[src/rtl/mem_arb_pkg.sv]
// Shared types for the core/debug memory port arbiter.
package mem_arb_pkg;

    typedef enum logic {ARB_IDLE, ARB_ACCESS} arbstate_t;

    typedef enum logic {OWN_CORE = 1'b0, OWN_DBG = 1'b1} owner_t;

    localparam int unsigned MAX_WAIT = 15;

endpackage

[src/rtl/arb_wait_counter.sv]
// Down-counter timing one memory access; loads at grant, stops at zero.
module arb_wait_counter (
    input  logic       i_clk,
    input  logic       i_rst_n,
    input  logic       i_load,
    input  logic [3:0] i_value,
    input  logic       i_dec,
    output logic       o_zero
);

    logic [3:0] r_cnt;

    always_ff @(posedge i_clk or negedge i_rst_n) begin
        if (!i_rst_n) begin
            r_cnt <= '0;
        end else if (i_load) begin
            r_cnt <= i_value;
        end else if (i_dec && (r_cnt != '0)) begin
            r_cnt <= r_cnt - 4'd1;
        end
    end

    assign o_zero = (r_cnt == '0);

endmodule

[src/rtl/mem_port_arbiter.sv]
// Arbitrates one fixed-latency memory between the core (C) and debug/DMA (D)
// ports with 2-way round robin; one access per WAIT_CYCLES+1 cycles.
module mem_port_arbiter
    import mem_arb_pkg::*;
#(
    parameter int unsigned AW          = 32,
    parameter int unsigned DW          = 32,
    parameter int unsigned WAIT_CYCLES = 2
) (
    input  logic          clk,
    input  logic          reset,
    input  logic          c_req,
    input  logic          c_we,
    input  logic [AW-1:0] c_adr,
    input  logic [DW-1:0] c_wdata,
    output logic          c_ack,
    output logic [DW-1:0] c_rdata,
    input  logic          d_req,
    input  logic          d_we,
    input  logic [AW-1:0] d_adr,
    input  logic [DW-1:0] d_wdata,
    output logic          d_ack,
    output logic [DW-1:0] d_rdata,
    output logic          mem_en,
    output logic          mem_we,
    output logic [AW-1:0] mem_adr,
    output logic [DW-1:0] mem_wdata,
    input  logic [DW-1:0] mem_rdata,
    output logic          owner
);

    if ((WAIT_CYCLES < 1) || (WAIT_CYCLES > MAX_WAIT)) begin : g_bad_wait
        $error("mem_port_arbiter: WAIT_CYCLES must be in 1..15");
    end

    localparam logic [3:0] LP_CNT_INIT = 4'(WAIT_CYCLES - 1);

    arbstate_t     r_state, w_next_state;
    owner_t        r_owner, w_grant;
    logic          w_load, w_done, w_zero;
    logic          w_sel_we;
    logic [AW-1:0] w_sel_adr;
    logic [DW-1:0] w_sel_wdata;
    logic          r_we;
    logic          r_mem_en, r_mem_we;
    logic [AW-1:0] r_mem_adr;
    logic [DW-1:0] r_mem_wdata;

    always_ff @(posedge clk or negedge reset) begin
        if (!reset) begin
            r_state <= ARB_IDLE;
        end else begin
            r_state <= w_next_state;
        end
    end

    // Contention goes to the port that did not win last time.
    always_comb begin
        w_next_state = r_state;
        w_grant      = r_owner;
        w_load       = 1'b0;
        w_done       = 1'b0;
        case (r_state)
            ARB_IDLE: begin
                if (c_req || d_req) begin
                    w_load       = 1'b1;
                    w_next_state = ARB_ACCESS;
                    if (c_req && d_req) begin
                        w_grant = (r_owner == OWN_CORE) ? OWN_DBG : OWN_CORE;
                    end else begin
                        w_grant = d_req ? OWN_DBG : OWN_CORE;
                    end
                end
            end
            ARB_ACCESS: begin
                if (w_zero) begin
                    w_done       = 1'b1;
                    w_next_state = ARB_IDLE;
                end
            end
            default: w_next_state = ARB_IDLE;
        endcase
    end

    assign w_sel_we    = (w_grant == OWN_DBG) ? d_we    : c_we;
    assign w_sel_adr   = (w_grant == OWN_DBG) ? d_adr   : c_adr;
    assign w_sel_wdata = (w_grant == OWN_DBG) ? d_wdata : c_wdata;

    arb_wait_counter u_wait_counter (
        .i_clk   (clk),
        .i_rst_n (reset),
        .i_load  (w_load),
        .i_value (LP_CNT_INIT),
        .i_dec   (r_state == ARB_ACCESS),
        .o_zero  (w_zero)
    );

    // mem_we is a single-cycle strobe; r_we keeps the access type for rdata gating.
    always_ff @(posedge clk or negedge reset) begin
        if (!reset) begin
            r_owner     <= OWN_DBG;
            r_we        <= 1'b0;
            r_mem_en    <= 1'b0;
            r_mem_we    <= 1'b0;
            r_mem_adr   <= '0;
            r_mem_wdata <= '0;
        end else begin
            r_mem_we <= 1'b0;
            if (w_load) begin
                r_owner     <= w_grant;
                r_we        <= w_sel_we;
                r_mem_en    <= 1'b1;
                r_mem_we    <= w_sel_we;
                r_mem_adr   <= w_sel_adr;
                r_mem_wdata <= w_sel_wdata;
            end else if (w_done) begin
                r_mem_en <= 1'b0;
            end
        end
    end

    assign c_ack     = w_done && (r_owner == OWN_CORE);
    assign d_ack     = w_done && (r_owner == OWN_DBG);
    assign c_rdata   = (c_ack && !r_we) ? mem_rdata : '0;
    assign d_rdata   = (d_ack && !r_we) ? mem_rdata : '0;
    assign mem_en    = r_mem_en;
    assign mem_we    = r_mem_we;
    assign mem_adr   = r_mem_adr;
    assign mem_wdata = r_mem_wdata;
    assign owner     = r_owner;

endmodule

[config.mk]
export PLATFORM = sky130hd
export DESIGN_NAME = mem_port_arbiter
export DESIGN_NICKNAME = d
export VERILOG_FILES = /design/src/rtl/mem_arb_pkg.sv /design/src/rtl/arb_wait_counter.sv /design/src/rtl/mem_port_arbiter.sv
export SDC_FILE = /design/constraint.sdc
export NUM_CORES = 1
export LEC_CHECK = 0
export CAP_MARGIN = 20
export CELL_PAD_IN_SITES_DETAIL_PLACEMENT = 1
export CELL_PAD_IN_SITES_GLOBAL_PLACEMENT = 1
export CORE_UTILIZATION = 25
export CTS_CLUSTER_SIZE = 10
export DETAILED_ROUTE_END_ITERATION = 6
export GPL_ROUTABILITY_DRIVEN = 0
export PLACE_DENSITY_LB_ADDON = 0.1
export SLEW_MARGIN = 40
export SYNTH_ARGS = -nofsm -noshare
export SYNTH_HDL_FRONTEND = slang
export SYNTH_SLANG_ARGS = --single-unit
[constraint.sdc]
create_clock -name clk -period 1.9 [get_ports clk]
set_input_delay 0.38 -clock clk [delete_from_list [all_inputs] [get_ports clk]]
set_output_delay 0.38 -clock clk [all_outputs]
set_load 0.05 [all_outputs]
==> out/metrics.cfg <==
[pwr]
vdd_drop_max_v = 0.000991
powerDensity_nw_per_um2 = 1540
p_leak_nw = 3.85

[synthesis]
ys_top_cells_by_area = dfrtp_1, o2111ai_1, nand2_1
async_flop_share_pct = 100
yosysTopAreaCell = dfrtp_1
syn-num-nets = 657
post_synth.cell_area_avg_sq_um = 9.16
ys_types = 32
syn-cell-area_sq_um = 4490
synth-edff-count = 0
postSynthCellCount = 490
yosysSeqAreaShare_pct = 40.7
yosysWarningCount = 0
synth_flop_cell = dfrtp_1
yosysMostFrequentCell = nand2_1
ys_top_cells_by_count = nand2_1, dfrtp_1, o2111ai_1, and2_1, o211ai_1
yosysTopAreaCellShare_pct = 40.1
synth.ff_latch_count = 73

[setup_path]
crit_fanout = 16
worstRegToRegCells = 6
rrSetupSlack_ps = 130
r2r_end = mem_wdata[30]
path_class = reg -> out
cp-start-kind = flip-flop
critPathRequiredTime_ps = 1520
endpoint_kind = output pin
r2r_start = owner
critical_path_arrival_ps = 1920

[cts]
clock_path_buffers = 2
cts_tree = built
path_clk_slew_ps = 60
cts.sinks = 73
clk_latency_ps = 340
cts_made_buffers = 9
htreeDepth = 3
cts-root-buf = clkbuf_16

[placement]
dpl_cell_area_sq_um = 8440
dp_hpwl_mm = 14.8
io_buffers = 298

[timing]
skew_ps = 8.00
final_max_slew_viol_count = 0
finalCritPeriodShare_pct = 121
period_minus_slack_ps = 2300
relSlewSlack_pct = 65.3
worst_pin_slew_ps = 519
clock.fmax_mhz = 434
rsz0062_at_grt = yes
whs_ps = 474
hold_viol_final = 0
fin_ws_ps = -402
setup_viol = 66

[final_layout]
syn2layout_area_growth_pct = 101
fill_cells = 1870
drive_gt1_share_pct = 33.5
final_net_count = 947
antennaDiodeCount = 0
stdcell_area_sq_um = 9030

[global_routing]
met2_usage_pct = 37.0
grt_max_degree = 43
grt_pass1_vias = 5371
use_met3_pct = 5.82
antenna_found_initial = 0
grt_pass1_wl_mm = 30.6
top_usage_layer = met2
grtUsageMet1_pct = 25.8
track_usage_pct = 21.7
overflow = 0

[routing]
drt_iter0_drc = 157
drt-total-wl_mm = 20.6
viasPerCell = 5.08
drc = 0
vias = 5126
dr.pass1.iters = 4
wl_per_cell_um = 20.4
drtAntennaViolNets = 0

[die]
die_w_um = 136
start_util_pct = 25.8
die_y_um = 136
coreArea_sq_um = 17400
row_count = 48
die-area_sq_um = 18500
ios = 299

[run_status]
outcome = complete, but fails checks
violations = negative setup slack

[run]
cap_viol_max_count = 0

[min_path]
hold_path.class = in -> async

==> how the worst max path moves through the flow <==
stage / startpoint / slack [ps] / cells after the start / end
after floorplan: owner / -100 / 5 / d_rdata[10]
after global placement: u_wait_counter.r_cnt[0] / 20 / 7 / c_rdata[31]
after detailed placement: u_wait_counter.r_cnt[0] / -40 / 7 / c_rdata[0]
after CTS: u_wait_counter.r_cnt[0] / -410 / 7 / d_rdata[31]
after global routing: u_wait_counter.r_cnt[1] / -510 / 7 / c_rdata[19]
final: u_wait_counter.r_cnt[0] / -400 / 7 / c_rdata[6]
==> sequential cells by signal, indices dropped and copies added, names as in the netlist <==
register / cells
mem_adr: 32
owner: 1
mem_en: 1
mem_wdata: 32
r_state: 1
r_we: 1
u_wait_counter.r_cnt: 4
mem_we: 1
==> cell families (layout without fill, tap and decap cells) <==
kind of cell / Yosys count / count (layout) / share of synthesized area [%]
AO/OA/AOI/OAI: 139 / 139 / 28.3
multiplexers: 1 / 1 / 0.223
adder cells (fa/ha/maj): 1 / 1 / 0.279
flip-flops: 73 / 73 / 40.7
AND/OR/NAND/NOR: 212 / 212 / 22.4
buffers and inverters: 64 / 359 / 8.06
==> routing by layer <==
| metal | up-vias | share of wire [%] |
|---|---|---|
| met2 | 230 | 50 |
| li1 | 2359 | - |
| met1 | 2503 | 40 |
| met3 | 34 | 7.3 |
| met4 | 0 | 2.6 |
| met5 | - | 0 |
==> stage by stage <==
step	total power [W]	util (%)	setup slack, ps	std cells	setup TNS, ps
after floorplan	0.00848	-	-98.2	490	-2950
after global placement	0.0117	48.5	16.2	981	0
after detailed placement	0.0119	48.5	-41.6	981	-1150
after CTS	0.0138	50.9	-408	1002	-24960
after global routing	0.0146	51.8	-512	1010	-31480
final	0.0139	51.8	-402	1010	-24940
==> power breakdown <==
| part | internal, W | total (W) | switching (W) | leakage [nW] |
|---|---|---|---|---|
| Clock | 0.00118 | 0.00186 | 0.000674 | 0.159 |
| Sequential | 0.00234 | 0.00283 | 0.000485 | 0.890 |
| Combinational | 0.00334 | 0.00921 | 0.00587 | 2.80 |
==> what timing repair did <==
| item | CTS | global route |
|---|---|---|
| buffers inserted | 3 | 7 |
| pin swaps | 0 | 15 |
| cloned | 1 | 4 |
| hold buffers | 1 | 0 |
| setup endpoints to repair | 82 | 78 |
| endpoints found under the hold margin | 20 | 0 |
| resized for setup | 40 | 37 |
==> cells in the final DEF, fill, tap and decap left out, types with 4 or more instances in the layout <==
| cell | Yosys | final |
|---|---|---|
| o211ai_1 | 38 | 38 |
| buf_6 | 7 | 4 |
| and2_4 | 0 | 64 |
| o211ai_2 | 28 | 28 |
| buf_4 | 4 | 57 |
| dlygate4sd2_1 | 0 | 15 |
| buf_12 | 0 | 78 |
| inv_1 | 6 | 4 |
| clkdlybuf4s50_1 | 0 | 166 |
| nand2_1 | 137 | 137 |
| clkbuf_16 | 0 | 12 |
| o2111ai_1 | 65 | 65 |
| dlymetal6s2s_1 | 0 | 11 |
| dfrtp_1 | 72 | 72 |
==> final cells by class <==
type	instances	area, sq um	share of cell area [%]
inverters	6	22.5	0.250
clock buffers	11	243	2.69
repair buffers	337	4070	45.1
multi-input cells	353	2500	27.7
flip-flops and latches	73	1830	20.3
clock inverters	5	78.8	0.873
well taps	225	282	3.12
==> worst max-delay path: stages (launching register included) <==
cell	delay, ps
dfrtp_1	380
inv_1	60
ha_2	200
nand4bb_4	170
nor3_4	250
buf_6	200
and2_4	180
buf_12	130
No activity file was read; power rests on OpenSTA's default activity.
